--- src/rtl/thermo_pkg.sv ---
// Shared definitions for the thermometer level reader: default bar and
// level widths, the level type and the qualification FSM states.
package thermo_pkg;

    localparam int WIDTH = 16;
    localparam int POS_W = $clog2(WIDTH + 1);

    typedef logic [POS_W-1:0] level_t;

    typedef enum logic [1:0] {
        IDLE   = 2'd0,
        SETTLE = 2'd1,
        LOCKED = 2'd2,
        ERR    = 2'd3
    } state_t;

endpackage

--- src/rtl/therm_check.sv ---
// Combinational thermometer decoder: popcount gives the candidate level,
// the code is valid when it equals the packed-from-LSB mask of that many ones.
// Build option THERMO_BUBBLE_CORRECT_EN also accepts a code whose only
// deviation from that mask is one swapped pair of adjacent bits.
module therm_check #(
    parameter int WIDTH = thermo_pkg::WIDTH,
    parameter int POS_W = thermo_pkg::POS_W
) (
    input  logic [WIDTH-1:0] i_samp,
    output logic             o_valid,
    output logic [POS_W-1:0] o_level
);

    logic [POS_W-1:0] w_pop;
    logic [WIDTH-1:0] w_mask;
    logic             w_exact;

    // Count the ones in the sample; this is the level whichever check applies.
    always_comb begin
        w_pop = '0;
        for (int i = 0; i < WIDTH; i++) begin
            w_pop = w_pop + POS_W'(i_samp[i]);
        end
    end

    // Ideal thermometer code for the counted level.
    always_comb begin
        w_mask = '0;
        for (int i = 0; i < WIDTH; i++) begin
            w_mask[i] = (i < int'(w_pop));
        end
    end

    assign w_exact = (i_samp == w_mask);
    assign o_level = w_pop;

`ifdef THERMO_BUBBLE_CORRECT_EN
    logic [WIDTH-1:0] w_diff;
    logic             w_swap;

    assign w_diff = i_samp ^ w_mask;

    // Equal popcount means a two-bit adjacent difference is a single swap.
    always_comb begin
        w_swap = 1'b0;
        for (int i = 0; i < WIDTH - 1; i++) begin
            if (w_diff == (WIDTH'(3) << i)) begin
                w_swap = 1'b1;
            end
        end
    end

    assign o_valid = w_exact | w_swap;
`else
    assign o_valid = w_exact;
`endif

endmodule

--- src/rtl/thermo_level_reader.sv ---
// Thermometer level reader: registers the bar, qualifies each code with a
// contiguity check and a STABLE_CYCLES stability filter, and reports every
// accepted level change as a step pulse and a one-deep event.
// Optional build macro: THERMO_BUBBLE_CORRECT_EN (tolerate one adjacent bubble).
module thermo_level_reader #(
    parameter int WIDTH         = thermo_pkg::WIDTH,
    parameter int POS_W         = thermo_pkg::POS_W,
    parameter int STABLE_CYCLES = 4
) (
    input  logic             clk,
    input  logic             rst_n,
    input  logic             enable,
    input  logic [WIDTH-1:0] therm_in,
    output logic [POS_W-1:0] level,
    output logic             level_valid,
    output logic             step_up,
    output logic             step_down,
    output logic             evt_valid,
    input  logic             evt_ready,
    output logic [POS_W-1:0] evt_level,
    output logic             evt_ovf,
    output logic             code_err,
    output logic [1:0]       o_dbg_state
);

    import thermo_pkg::*;

    localparam int               CNT_W   = $clog2(STABLE_CYCLES + 1);
    localparam logic [CNT_W-1:0] CNT_MAX = CNT_W'(STABLE_CYCLES);

    logic [WIDTH-1:0] r_samp;
    logic [WIDTH-1:0] r_prev;
    logic [CNT_W-1:0] r_cnt;
    state_t           r_state;
    logic [POS_W-1:0] r_level;
    logic             r_level_valid;
    logic             r_step_up;
    logic             r_step_down;
    logic             r_evt_valid;
    logic [POS_W-1:0] r_evt_level;
    logic             r_evt_ovf;

    logic             w_chk_valid;
    logic [POS_W-1:0] w_chk_level;
    logic             w_same;
    logic [CNT_W-1:0] w_cnt_next;
    logic             w_counting;
    logic             w_accept;
    logic             w_changed;
    logic             w_post;
    logic             w_step;
    logic             w_hs;

    therm_check #(
        .WIDTH (WIDTH),
        .POS_W (POS_W)
    ) u_check (
        .i_samp  (r_samp),
        .o_valid (w_chk_valid),
        .o_level (w_chk_level)
    );

    // Sample the bar once and keep the previous sample for the stability compare.
    always_ff @(posedge clk or negedge rst_n) begin
        if (!rst_n) begin
            r_samp <= '0;
            r_prev <= '0;
        end else begin
            r_samp <= therm_in;
            r_prev <= r_samp;
        end
    end

    assign w_same     = (r_samp == r_prev);
    assign w_cnt_next = !w_same ? CNT_W'(1) :
                        (r_cnt == CNT_MAX) ? r_cnt : r_cnt + CNT_W'(1);
    assign w_counting = enable && w_chk_valid &&
                        ((r_state == SETTLE) || (r_state == LOCKED));
    assign w_accept   = w_counting && (w_cnt_next == CNT_MAX);
    assign w_changed  = (w_chk_level != r_level);
    // The first acceptance after IDLE posts an event but never a step.
    assign w_post     = w_accept && (!r_level_valid || w_changed);
    assign w_step     = w_accept && r_level_valid && w_changed;

    // Qualification FSM and saturating stability counter.
    always_ff @(posedge clk or negedge rst_n) begin
        if (!rst_n) begin
            r_state <= IDLE;
            r_cnt   <= '0;
        end else if (!enable) begin
            r_state <= IDLE;
            r_cnt   <= '0;
        end else begin
            case (r_state)
                IDLE: begin
                    r_state <= SETTLE;
                    r_cnt   <= '0;
                end
                SETTLE, LOCKED: begin
                    if (!w_chk_valid) begin
                        r_state <= ERR;
                        r_cnt   <= '0;
                    end else begin
                        r_cnt <= w_cnt_next;
                        if (w_accept) begin
                            r_state <= LOCKED;
                        end
                    end
                end
                ERR: begin
                    if (w_chk_valid) begin
                        r_state <= SETTLE;
                        r_cnt   <= CNT_W'(1);
                    end else begin
                        r_cnt <= '0;
                    end
                end
                default: begin
                    r_state <= IDLE;
                    r_cnt   <= '0;
                end
            endcase
        end
    end

    // Accepted level; cleared whenever the reader is disabled.
    always_ff @(posedge clk or negedge rst_n) begin
        if (!rst_n) begin
            r_level       <= '0;
            r_level_valid <= 1'b0;
        end else if (!enable) begin
            r_level       <= '0;
            r_level_valid <= 1'b0;
        end else if (w_accept) begin
            r_level       <= w_chk_level;
            r_level_valid <= 1'b1;
        end
    end

    // One-cycle direction pulses for a changed accepted level.
    always_ff @(posedge clk or negedge rst_n) begin
        if (!rst_n) begin
            r_step_up   <= 1'b0;
            r_step_down <= 1'b0;
        end else begin
            r_step_up   <= w_step && (w_chk_level > r_level);
            r_step_down <= w_step && (w_chk_level < r_level);
        end
    end

    // Event slice. valid/ready: an event transfers on a rising clk edge where
    // evt_valid and evt_ready are both 1; while evt_valid=1 and evt_ready=0
    // evt_level only changes if a newer acceptance overwrites it, which sets
    // the sticky evt_ovf. A transfer in the same cycle as a new post is not a
    // loss, so the new event stays pending with evt_ovf cleared. The slice is
    // not cleared by enable, so a pending event survives a disable.
    assign w_hs = r_evt_valid && evt_ready;

    always_ff @(posedge clk or negedge rst_n) begin
        if (!rst_n) begin
            r_evt_valid <= 1'b0;
            r_evt_level <= '0;
            r_evt_ovf   <= 1'b0;
        end else if (w_post) begin
            r_evt_valid <= 1'b1;
            r_evt_level <= w_chk_level;
            r_evt_ovf   <= r_evt_valid && !evt_ready;
        end else if (w_hs) begin
            r_evt_valid <= 1'b0;
            r_evt_ovf   <= 1'b0;
        end
    end

    assign level       = r_level;
    assign level_valid = r_level_valid;
    assign step_up     = r_step_up;
    assign step_down   = r_step_down;
    assign evt_valid   = r_evt_valid;
    assign evt_level   = r_evt_level;
    assign evt_ovf     = r_evt_ovf;
    assign code_err    = !w_chk_valid;
    assign o_dbg_state = r_state;

endmodule

--- config.mk ---
export PLATFORM = sky130hd
export DESIGN_NAME = thermo_level_reader
export DESIGN_NICKNAME = d
export VERILOG_FILES = /design/src/rtl/thermo_pkg.sv /design/src/rtl/therm_check.sv /design/src/rtl/thermo_level_reader.sv
export SDC_FILE = /design/constraint.sdc
export NUM_CORES = 1
export LEC_CHECK = 0
export BUFFER_PORTS_ARGS = -buffer_cell sky130_fd_sc_hd__buf_2
export CELL_PAD_IN_SITES_DETAIL_PLACEMENT = 1
export CELL_PAD_IN_SITES_GLOBAL_PLACEMENT = 1
export CORE_MARGIN = 1.5
export CORE_UTILIZATION = 41
export DETAILED_ROUTE_END_ITERATION = 7
export PLACE_DENSITY = 0.77
export SETUP_SLACK_MARGIN = 0.2
export SYNTH_ARGS = -nofsm -noshare
export SYNTH_HDL_FRONTEND = slang
export SYNTH_SLANG_ARGS = --single-unit
--- constraint.sdc ---
create_clock -name clk -period 5.79 [get_ports clk]
set_clock_uncertainty 0.2 [all_clocks]
set_input_delay 0.579 -clock clk [delete_from_list [all_inputs] [get_ports clk]]
set_output_delay 0.579 -clock clk [all_outputs]
set_load 0.02 [all_outputs]
# [Word-level counts from Yosys, hierarchy flattened]
# Cells that the tools add are included.
[classes] add_sub_neg=16 order_cmp=18 n_eq_ne=11 mux=18 reduce_logical=19
[op_table] operator="$add 5x1->5" count=14
[op_table] operator="$lt 4x5->1 const A" count=8
[op_table] operator="$eq 16x16->1" count=2
[op_table] operator="$lt 3x5->1 const A" count=4
[op_table] operator="$mux 3" count=4
[op_table] operator="$logic_and 1x1->1" count=10
[op_table] operator="$lt 1x5->1 const A" count=2
[op_table] operator="$lt 2x5->1 const A" count=2
[op_table] operator="$mux 5" count=2
[op_table] operator="$pmux 3 s3" count=1
[op_table] operator="$mux 2" count=4
[op_table] operator="$eq 3x3->1 const B" count=2
[op_table] operator="$mux 1" count=6
[op_table] operator="$pmux 2 s3" count=1
[op_table] operator="$gt 5x5->1" count=1
[op_table] operator="$lt 5x5->1" count=1
[op_table] operator="$ne 5x5->1" count=1
[op_table] operator="$eq 2x2->1 const B" count=2
[op_table] operator="$ne 4x4->1 const B" count=1
[op_table] operator="$add 3x1->3 const B" count=1
[op_table] operator="$logic_not 1->1" count=3
[op_table] operator="$ne 3x3->1 const B" count=1
[op_table] operator="$add 1x1->2" count=1
[op_table] operator="$eq 2x1->1 const B" count=1
[op_table] operator="other kinds (6)" count=7
[totals] regBits=52 inputBits=20 output_inout_bits=18 wordCells=93

# [Longest topological paths before layout]
# Gate-level depths: netlist (run 1).
[logic_depth] depth_word=24 ltp_mapped=21 ltp_nobuf=20

# [Cells and area by module]
# From an unflattened synthesis (run 1), not the netlist that was laid out.
[unflattened] cells_unflattened=292 area_unflattened_um2=3045.4
[modules_own_cells] mod="thermo_level_reader" instances=1 cells_each=164 area_per_inst_um2=2089.5
[modules_own_cells] mod="therm_check" instances=1 cells_each=128 area_per_inst_um2=955.9

# [Worst setup path before layout (run 1)]
# Ideal clock, no wire load.
[synth_timing] kind="reg2reg" start="register r_samp[0]" end="register r_level[0] (netlist: level[0])" setup_time_ps=80 arrival_time_ps=5745 t_required_ps=5510 path_slack_ps=-235 stages_incl_launch_ff=18 path_cell_list="dfrtp_1 ha_1 inv_1 fa_1 fa_1 fa_1 fa_1 fa_1 fa_1 buf_2 nor2b_1 a22oi_1 or3_2 a31oi_1 or3_1 or4_4 nor4_4 mux2i_1"
[synth_via] elab_chain_len=21
[synth_lines] element="from (decl)" line="thermo_level_reader.sv:31" rtl="logic [WIDTH-1:0] r_samp;"
[synth_lines] element="from (signal assigned)" line="thermo_level_reader.sv:69" rtl="r_samp <= therm_in;"
[synth_lines] element="$add 1x1->2" line="therm_check.sv:22" rtl="w_pop = w_pop + POS_W'(i_samp[i]);"
[synth_lines] element="$add 5x1->5 (14 in series)" line="therm_check.sv:22"
[synth_lines] element="$lt 1x5->1 (tied with other cells)" line="therm_check.sv:30" rtl="w_mask[i] = (i < int'(w_pop));"
[synth_lines] element="$eq 16x16->1" line="therm_check.sv:34" rtl="assign w_exact = (i_samp == w_mask);"
[synth_lines] element="$logic_and 1x1->1 (2 in series)" line="thermo_level_reader.sv:77" rtl="assign w_counting = enable && w_chk_valid &&"
[synth_lines] element="$logic_and 1x1->1" line="thermo_level_reader.sv:79" rtl="assign w_accept = w_counting && (w_cnt_next == CNT_MAX);"
[synth_lines] element="$ne 2x1->1 (no line)"
[synth_lines] element="to (signal assigned)" line="thermo_level_reader.sv:135" rtl="r_level <= w_chk_level;"
[synth_lines] element="to (decl)" line="thermo_level_reader.sv:35" rtl="logic [POS_W-1:0] r_level;"
# Several ways; a longest one is shown, not always the timed one. The select of a mux whose other input is x is not followed.
# A chain may end at the register's enable or synchronous reset.

# [Worst setup path in the final report (run 1)]
[layout_timing] start="register r_samp[1]" end="output code_err"
[layout_via] elab_chain_len=18
[layout_lines] element="$add 1x1->2" line="therm_check.sv:22"
[layout_lines] element="$add 5x1->5 (14 in series)" line="therm_check.sv:22"
[layout_lines] element="$lt 1x5->1 (tied with other cells)" line="therm_check.sv:30"
[layout_lines] element="$eq 16x16->1 *" line="therm_check.sv:34"
[layout_lines] element="$logic_not 1->1 *" line="thermo_level_reader.sv:181" rtl="assign code_err = !w_chk_valid;"
[layout_lines] element="to (decl)" line="thermo_level_reader.sv:22" rtl="output logic code_err,"
# Every way passes the cells marked *; elsewhere a longest branch is shown, timed or not.

==> flow_summary_export.csv, run 1 <==
group,metric,value,unit
finish,n_antenna_cell,0,
logic_synthesis,synth_mux_area_frac,0.04052,
power_and_ir_drop,ir_drop,0.3478,mV
grt,grt_overflow,0,
logic_synthesis,synth.distinct_cells,61,
timing,drv_slew,0,
setup_path,critPathKind,"flip-flop to output port",
finish,final_cells,494,
floorplanning,die_area,8061,sq um
setup_path,cp_slowest_stage_delay,0.52,ns
timing,tightest_slew,0.7340,ns
clock_tree,clk_path_buf_depth,2,
logic_synthesis,synthAdderAreaFrac,0.1207,
setup_path,arrival,5.49,ns
clock_tree,clk_pin_slew,0.09,ns
timing,finalSetupViolations,19,
clock_tree,cts_sinks,52,
logic_synthesis,synth_edf_count,0,
logic_synthesis,synth_xor_area_frac,0.07131,
floorplanning,start_util,0.4257,
timing,hold_violations,0,
clock_tree,tritoncts,"yes",
floorplanning,rows,31,
setup_path,slowest_stage,"fa_1",
route,postRouteAntennaNets,0,
setup_path,r2r-start,"r_samp[1]",
place,place_congestion,0.9443,
finish,syn_to_final_growth,37.24,%
logic_synthesis,syn_inst,299,
logic_synthesis,synth_top_family_by_area,"simple AND/OR/NAND/NOR gates",
grt,track_usage,0.2332,
clock_tree,clkLatencyLatePin,0.31,ns
route,totalWireLength,10090,um
finish,drive_gt1_frac,0.3899,
setup_path,startpoint,"r_samp[1]",
power_and_ir_drop,powerDensity,532.6,nW/um^2
grt,antenna_found_initial,0,
logic_synthesis,synthArstFlopShare,1.000,
place,dp.cells,464,
setup_path,path_delay_family,"adder cells",
grt,grt_first_pass_wirelength,14790,um
hold_path,hp-class,"primary input to flip-flop",
logic_synthesis,synthFlopType,"dfrtp_1",
setup_path,critPathBufInv,4,
route,route.detailed.drc,0,
status,violations,"negative setup slack",
power_and_ir_drop,power,2.257,mW
clock_tree,root_buffer,"clkbuf_8",
logic_synthesis,synth_nets,342,
route,drt-wirelength-per-cell,20.43,um
place,dp_hpwl,6418,um
setup_path,cp-start-kind,"flip-flop",
clock_tree,holdBufCountCts,0,
logic_synthesis,yosysSeqAreaShare,0.4214,
place,port-buffer-count,37,
floorplanning,pin_count,38,
place,dpl_cell_area,3691,sq um
timing,holdWs,0.1687,ns
finish,fin_util,0.5843,
setup_path,cp_max_fo,7,
logic_synthesis,syn_area,3088,sq um
route,viasPerCell,5.547,
grt,grt_pass1_vias,2925,
timing,period_needed,6.273,ns
hold_path,hold_start,"therm_in[7]",
logic_synthesis,synth_area_leaders,"dfrtp_1 (42%), fa_1 (6.5%), xnor2_1 (6.0%)",
power_and_ir_drop,p_leak,1.943,nW
route,drt_iter0_drc,119,
setup_path,cp_cell_sequence,"ha_1 > inv_2 > fa_1 > fa_1 > fa_1 > fa_1 > fa_2 > fa_2 > xnor2_4 > buf_4 > buf_4 > nor3_1 > a21oi_1 > mux2i_1 > and4b_1 > nand2_2 > buf_6",
timing,setup_ws,-0.4835,ns
setup_path,end_kind,"output port",
logic_synthesis,ys_seq_elements,52,
logic_synthesis,netlist.area_leader.share,0.4214,
logic_synthesis,syn_area_per_cell,10.33,sq um
route,vias,2740,
run,maxCapViolations,0,
floorplanning,coreArea,7253,sq um
setup_path,cp.required,5.01,ns
clock_tree,cts_buffers,5,
status,status,"complete, but fails checks",
logic_synthesis,synth_area_leader_cell,"dfrtp_1",
finish,fin_area,4238,sq um
setup_path,cpMostUsedCell,"fa_1",
floorplanning,die_y,89.79,um
floorplanning,die_w,89.79,um
logic_synthesis,yosys.area_share.simple,0.1763,
timing,period_share,1.083,
clock_tree,htree_levels,2,
timing,fmax,0.1594,GHz
logic_synthesis,synth_compound_area_frac,0.1082,
logic_synthesis,yosys_warnings,0,
timing,rsz0062_at_grt,"yes",
timing,max_slew_margin,0.5061,
route,drtPass1Iterations,4,
grt,grt_max_degree,53,
finish,fin_nets,437,
==> cells in the mapped netlist (2+ instances only) <==
master,count
nor2b_1,4
o311ai_0,2
and3_1,3
nor3_1,4
o2111ai_1,2
a21oi_1,8
a22oi_1,2
or3_2,2
or2_1,3
nand4_1,9
clkbuf_1,2
nand3_1,10
dfrtp_1,52
o21ai_0,9
nand4b_1,3
mux2i_1,8
fa_1,10
nand2b_1,2
nor4_1,4
and3b_1,2
a31oi_1,3
o211ai_1,2
nor3b_1,2
nand2_1,24
buf_2,4
o41ai_1,2
o31ai_1,4
mux2_2,4
nor2_1,12
ha_1,13
inv_1,38
xnor2_1,21
==> cell usage in the layout (no fill, tap or decap), drive strengths merged, types with 7 or more instances in the layout <==
cell type,n
buf,94
dfrtp,52
inv,38
nand2,24
xnor2,22
ha,13
nor2,12
nand3,11
o21ai,11
fa,10
nand4,9
a21oi,8
mux2i,8
clkbuf,7
==> per-stage QoR <==
step | setup TNS, ns | worst slack (ns)
6_report | -4.100 | -0.4835
3_3_place_gp | -0.2887 | -0.06418
3_5_place_dp | -1.746 | -0.1877
2_1_floorplan | 0 | 0.08367
4_1_cts | -2.859 | -0.3874
5_1_grt | -7.220 | -0.6203
==> final cells by class <==
class	count	area [sq um]
repair buffers	95	691.9
clock buffers	6	82.58
multi-input cells	201	1877
fillers	804	3015
flip-flops and latches	52	1301
clock inverters	2	10.01
inverters	39	151.4
well taps	99	123.9
==> per-layer routing <==
metal | GRT usage | share of wire | vias up
li1 | - | - | 1231
met1 | 0.2835 | 0.40 | 1415
met2 | 0.4097 | 0.54 | 68
met3 | 0.03976 | 0.030 | 26
met4 | 0.09524 | 0.032 | 0
met5 | 0 | 0 | -
==> flip-flops by register name, indices dropped and copies added (netlist names) <==
name	count
level_valid	1
level	5
evt_ovf	1
r_samp	16
r_cnt	3
r_prev	16
o_dbg_state	2
step_up	1
evt_level	5
step_down	1
evt_valid	1
==> what timing repair did <==
item | 4_1_cts | 5_1_grt
setup endpoints to repair | 21 | 21
setup buffers | 14 | 7
gates resized for setup | 27 | 23
cloned | 0 | 1
pin swaps | 16 | 8
endpoints found under the hold margin | 0 | 0
==> report_power, final <==
| group | total (mW) | switching, mW | internal [mW] |
|---|---|---|---|
| clock network | 0.215 | 0.120 | 0.0957 |
| logic | 1.65 | 0.910 | 0.738 |
| registers | 0.393 | 0.0155 | 0.378 |
==> cells by family after synthesis <==
logic type	count (synthesis)
adder cells (fa/ha/maj)	24
XOR/XNOR	23
AND/OR/NAND/NOR	95
AO/OA/AOI/OAI	47
buffers and inverters	46
flip-flops	52
multiplexers	12
==> worst paths after layout <==
path | endpoint | slack, ns | depth (start not counted)
max in group asynchronous | evt_ovf | 4.77 | 2
worst max-delay path | code_err | -0.48 | 17
worst min-delay path | r_samp[7] | 0.17 | 1
worst min register to register | r_prev[4] | 0.23 | 0
min in group asynchronous | r_samp[11] | 0.19 | 2
worst max register to register | level[1] | -0.31 | 18
No activity file was read; power rests on OpenSTA's default activity.
==> run 2: changes to the inputs <==
- ABC_AREA: default -> 1
- CORE_UTILIZATION: 41 -> 40
- PLACE_DENSITY: 0.77 -> 0.78
==> flow_summary_export.csv, run 2 <==
group,metric,value,unit
floorplanning,coreArea,7807,sq um
logic_synthesis,synthFlopType,"dfrtp_1",
clock_tree,clkLatencyLatePin,0.32,ns
finish,final_cells,538,
timing,finalSetupViolations,1,
finish,fin_area,4106,sq um
setup_path,end_kind,"output port",
finish,largestRegisters,"r_prev x16, r_samp x16",
power_and_ir_drop,ir_drop,0.2598,mV
clock_tree,clk_path_buf_depth,2,
hold_path,whs_path_depth,1,
setup_path,cp-start-kind,"flip-flop",
place,port-buffer-count,37,
status,status,"complete, but fails checks",
setup_path,cp_max_fo,5,
timing,rsz0062_at_grt,"yes",
clock_tree,tritoncts,"yes",
route,route.detailed.drc,0,
timing,fmax,0.1699,GHz
finish,layout_commonest_cell,"nand2_1",
clock_tree,root_buffer,"clkbuf_8",
grt,grt_pass1_vias,2909,
place,dp_hpwl,6710,um
timing,holdWs,0.1567,ns
logic_synthesis,yosys_warnings,0,
timing,max_slew_margin,0.5361,
route,totalWireLength,9595,um
setup_path,cp.required,5.01,ns
clock_tree,clk_pin_slew,0.10,ns
finish,drive_gt1_frac,0.3440,
timing,drv_slew,0,
power_and_ir_drop,powerDensity,500.9,nW/um^2
logic_synthesis,synth_area_leaders,"dfrtp_1 (40%), nand2_1 (9.8%), inv_1 (6.9%)",
grt,grt_overflow,0,
logic_synthesis,synth_edf_count,0,
setup_path,arrival,5.11,ns
logic_synthesis,synth_area_leader_cell,"dfrtp_1",
logic_synthesis,synth.distinct_cells,36,
finish,syn_to_final_growth,26.47,%
place,dp.cells,514,
route,drtPass1Iterations,4,
clock_tree,cts_sinks,52,
grt,grt_first_pass_wirelength,14710,um
logic_synthesis,yosysMostFrequentCell,"nand2_1",
route,vias,2778,
logic_synthesis,syn_area,3247,sq um
logic_synthesis,netlist_top_cells_count,"nand2_1 (85), inv_1 (60), dfrtp_1 (52)",
logic_synthesis,netlist.area_leader.share,0.4008,
setup_path,reg2reg_depth,25,
logic_synthesis,synth_nets,416,
timing,tightest_slew,0.6950,ns
route,postRouteAntennaNets,0,
grt,antenna_found_initial,0,
place,dpl_cell_area,3551,sq um
logic_synthesis,synthArstFlopShare,1.000,
timing,hold_violations,0,
timing,period_share,1.017,
logic_synthesis,yosysSeqAreaShare,0.4008,
hold_path,hp-class,"primary input to flip-flop",
floorplanning,die_y,93.10,um
clock_tree,htree_levels,2,
clock_tree,cts_buffers,5,
finish,fin_util,0.5260,
status,violations,"negative setup slack",
floorplanning,pin_count,38,
floorplanning,die_area,8667,sq um
power_and_ir_drop,p_leak,2.091,nW
floorplanning,die_w,93.10,um
route,viasPerCell,5.164,
place,place_congestion,0.9976,
route,drt-wirelength-per-cell,17.83,um
logic_synthesis,syn_inst,373,
timing,period_needed,5.886,ns
logic_synthesis,syn_area_per_cell,8.705,sq um
logic_synthesis,ys_seq_elements,52,
setup_path,critPathKind,"flip-flop to output port",
grt,grt_max_degree,53,
floorplanning,rows,32,
finish,layout_common_cells,"nand2_1 (66), inv_1 (57), dfrtp_1 (52), buf_2 (36), nand3_1 (25)",
grt,track_usage,0.2232,
timing,setup_ws,-0.09622,ns
place,pre_cts_slack,0.03539,ns
run,maxCapViolations,0,
route,drt_iter0_drc,112,
floorplanning,start_util,0.4159,
finish,fin_nets,478,
clock_tree,holdBufCountCts,0,
finish,n_antenna_cell,0,
run 2: per-layer routing:
layer / vias up / track usage / wire (um) / share of wire
li1: 1305 / - / - / -
met1: 1385 / 0.2848 / 4142 / 0.43
met2: 66 / 0.3796 / 4848 / 0.51
met3: 22 / 0.03415 / 346 / 0.036
met4: 0 / 0.08586 / 258 / 0.027
met5: - / 0 / 0 / 0
run 2: layout make-up:
class | instances | area (sq um)
fill | 927 | 3701
multi-input combinational | 255 | 1928
sequential | 52 | 1301
timing repair buffer | 59 | 419.2
inverter | 62 | 237.7
tap | 102 | 127.6
clock buffer | 5 | 68.82
clock inverter | 3 | 23.77
run 2: kinds of logic after synthesis:
| kind of cell | share of synthesized area |
|---|---|
| XOR/XNOR | 0.04586 |
| buffers and inverters | 0.09133 |
| AO/OA/AOI/OAI | 0.02621 |
| flip-flops | 0.4008 |
| AND/OR/NAND/NOR | 0.3241 |
| adder cells (fa/ha/maj) | 0.1118 |
run 2: per-stage QoR:
stage | power (mW) | TNS [ns]
detailed placement | 1.426 | 0
finish | 2.057 | -0.09622
floorplan | 1.210 | 0
CTS | 1.838 | -0.06324
global placement | 1.380 | 0
global route | 2.204 | -1.637
run 2: report_power, final:
group / leakage (nW) / internal (mW) / switching (mW)
clock network: 0.0404 / 0.0859 / 0.132
registers: 0.649 / 0.376 / 0.0127
logic: 1.40 / 0.526 / 0.924
total: 2.09 / 0.988 / 1.07
run 2: final timing paths:
kind / start / to / slack [ns]
worst max-delay path: r_samp[1] / code_err / -0.1
worst min-delay path: therm_in[11] / r_samp[11] / 0.16
worst max register to register: r_samp[1] / r_cnt[1] / 0.08
worst min register to register: r_samp[15] / r_prev[15] / 0.24
max in group asynchronous: rst_n / r_cnt[1] / 4.76
min in group asynchronous: rst_n / r_samp[9] / 0.17
run 2: timing repair:
action | 4_1_cts | 5_1_grt
setup endpoints to repair | 15 | 19
pin swaps | 15 | 17
buffers inserted | 10 | 4
cloned | 1 | 1
gates resized for setup | 19 | 51
hold endpoints to repair | 0 | 0
run 2: worst max-delay path, cell delays in order (launching register included):
cell	delay [ns]
dfrtp_1	0.44
ha_4	0.28
inv_2	0.03
fa_1	0.45
fa_1	0.52
fa_1	0.45
fa_1	0.51
fa_2	0.39
fa_2	0.37
inv_2	0.10
nand2_2	0.10
nand2_8	0.12
nand2_4	0.07
inv_1	0.08
nand3_2	0.12
nand3_2	0.11
nand2_2	0.07
nor2_2	0.13
nand2_1	0.10
nor2_4	0.15
nand2_4	0.07
buf_6	0.13
==> run 3: changes to the inputs <==
- BUFFER_PORTS_ARGS: -buffer_cell sky130_fd_sc_hd__buf_2 -> -buffer_cell sky130_fd_sc_hd__clkbuf_2
==> flow_summary_export.csv, run 3 (synthesis results as in run 2) <==
group,metric,value,unit
clock_tree,cts_buffers,5,
power_and_ir_drop,powerDensity,476.8,nW/um^2
clock_tree,tritoncts,"yes",
floorplanning,die_area,8667,sq um
clock_tree,holdBufCountCts,0,
clock_tree,htree_levels,2,
setup_path,end_kind,"output port",
hold_path,hp-class,"primary input to flip-flop",
place,pre_cts_slack,-0.06155,ns
grt,grt_first_pass_wirelength,14870,um
grt,antenna_found_initial,0,
route,vias,2835,
floorplanning,coreArea,7807,sq um
setup_path,startpoint,"r_samp[1]",
timing,holdWs,0.1701,ns
timing,tightest_slew,0.7786,ns
grt,grt_max_degree,53,
floorplanning,die_y,93.10,um
clock_tree,root_buffer,"clkbuf_8",
setup_path,cpMostUsedCell,"fa_1",
status,status,"complete, but fails checks",
finish,fin_area,4085,sq um
finish,largestRegisters,"r_prev x16, r_samp x16",
grt,track_usage,0.2254,
finish,seqCellArea,1303,sq um
route,drt-wirelength-per-cell,18.97,um
route,drtPass1Iterations,4,
clock_tree,clk_path_buf_depth,2,
floorplanning,die_w,93.10,um
place,place_congestion,0.9660,
timing,fmax,0.1685,GHz
timing,period_needed,5.936,ns
power_and_ir_drop,ir_drop,0.3014,mV
finish,layout_common_cells,"nand2_1 (72), inv_1 (57), dfrtp_1 (51), clkbuf_2 (36), nand3_1 (24)",
setup_path,slowest_stage,"fa_1",
place,dp_hpwl,6933,um
finish,multiInputGateArea,1893,sq um
finish,fillCellCount,922,
floorplanning,start_util,0.4159,
floorplanning,pin_count,38,
power_and_ir_drop,p_leak,2.086,nW
setup_path,r2r-start,"r_samp[1]",
timing,drv_slew,0,
finish,drive_gt1_frac,0.3311,
setup_path,cp.required,5.01,ns
setup_path,cp_slowest_stage_delay,0.51,ns
timing,rsz0062_at_grt,"yes",
route,route.detailed.drc,0,
setup_path,cp_max_fo,6,
finish,layout_commonest_cell,"nand2_1",
route,totalWireLength,10250,um
place,dpl_cell_area,3543,sq um
place,port-buffer-count,37,
setup_path,critPathKind,"flip-flop to output port",
timing,period_share,1.025,
setup_path,arrival,5.16,ns
clock_tree,clk_pin_slew,0.10,ns
run,maxCapViolations,0,
grt,grt_overflow,0,
timing,max_slew_margin,0.4804,
route,postRouteAntennaNets,0,
finish,syn_to_final_growth,25.82,%
route,viasPerCell,5.250,
route,drt_iter0_drc,157,
setup_path,cp_cell_sequence,"ha_4 > inv_2 > fa_1 > fa_1 > fa_1 > fa_1 > fa_2 > fa_2 > inv_2 > nand2_1 > nand2_4 > nand2_2 > inv_1 > nand3_2 > nand3_2 > nand2_1 > nor2_1 > nand2_1 > nor2_4 > nand2_4 > buf_8",
setup_path,path_delay_family,"adder cells",
clock_tree,cts_sinks,52,
floorplanning,rows,32,
timing,finalSetupViolations,5,
power_and_ir_drop,power,1.948,mW
finish,fin_nets,480,
clock_tree,clkLatencyLatePin,0.31,ns
setup_path,cp-start-kind,"flip-flop",
setup_path,critPathBufInv,4,
status,violations,"negative setup slack",
grt,grt_pass1_vias,2960,
finish,n_antenna_cell,0,
hold_path,hold_start,"therm_in[3]",
timing,hold_violations,0,
timing,setup_ws,-0.1463,ns
run 3: cell count changes in the layout (fill, tap and decap cells not counted), sizes merged:
cell,previous run,this run
clkbuf,6,43
buf,58,24
clkinv,1,0
run 3: timing repair:
action / in CTS / in global routing
pin swaps: 12 / 26
gates resized for setup: 12 / 49
cloned: 0 / 2
buffers inserted: 11 / 6
endpoints found under the setup margin: 19 / 19
run 3: power by group:
group	internal [mW]	total [mW]	switching, mW
sequential	0.376	0.390	0.0140
combinational	0.446	1.33	0.884
clock	0.0972	0.228	0.130
run 3: layout make-up:
class / count / share of cell area
Clock buffer: 6 / 0.02021
Clock inverter: 2 / 0.003675
Inverter: 62 / 0.05758
Multi-Input combinational cell: 255 / 0.4634
Sequential cell: 52 / 0.3188
Tap cell: 102 / 0.03124
Timing Repair Buffer: 61 / 0.1051
run 3: final timing paths:
| kind | endpoint | slack (ns) | cells after the start |
|---|---|---|---|
| max | code_err | -0.15 | 21 |
| min | r_samp[3] | 0.17 | 1 |
| max reg2reg | evt_level[2] | -0.02 | 26 |
| min reg2reg | r_prev[15] | 0.25 | 0 |
| max in group asynchronous | r_samp[1] | 4.72 | 2 |
| min in group asynchronous | r_prev[10] | 0.19 | 2 |
run 3: routing by layer:
| metal | vias to the layer above | part of all wire | GRT usage |
|---|---|---|---|
| met5 | - | 0 | 0 |
| met4 | 0 | 0.032 | 0.07197 |
| met3 | 23 | 0.032 | 0.02846 |
| met2 | 62 | 0.52 | 0.3972 |
| met1 | 1429 | 0.42 | 0.2859 |
| li1 | 1321 | - | - |
run 3: worst reg2reg max path: cells and delay by family (launching register included):
family / cells / cell delay [ns]
buffers and inverters: 6 / 0.68
adders and majority gates: 7 / 2.88
DFF: 1 / 0.46
and+or+nand+nor: 13 / 1.51
run 3: through the flow:
stage	TNS, ns	util	instances
floorplan	0	-	373
global placement	0	0.4538	513
detailed placement	-0.06155	0.4538	513
CTS	-0.1061	0.4859	532
global route	-2.017	0.5232	540
finish	-0.1835	0.5232	540
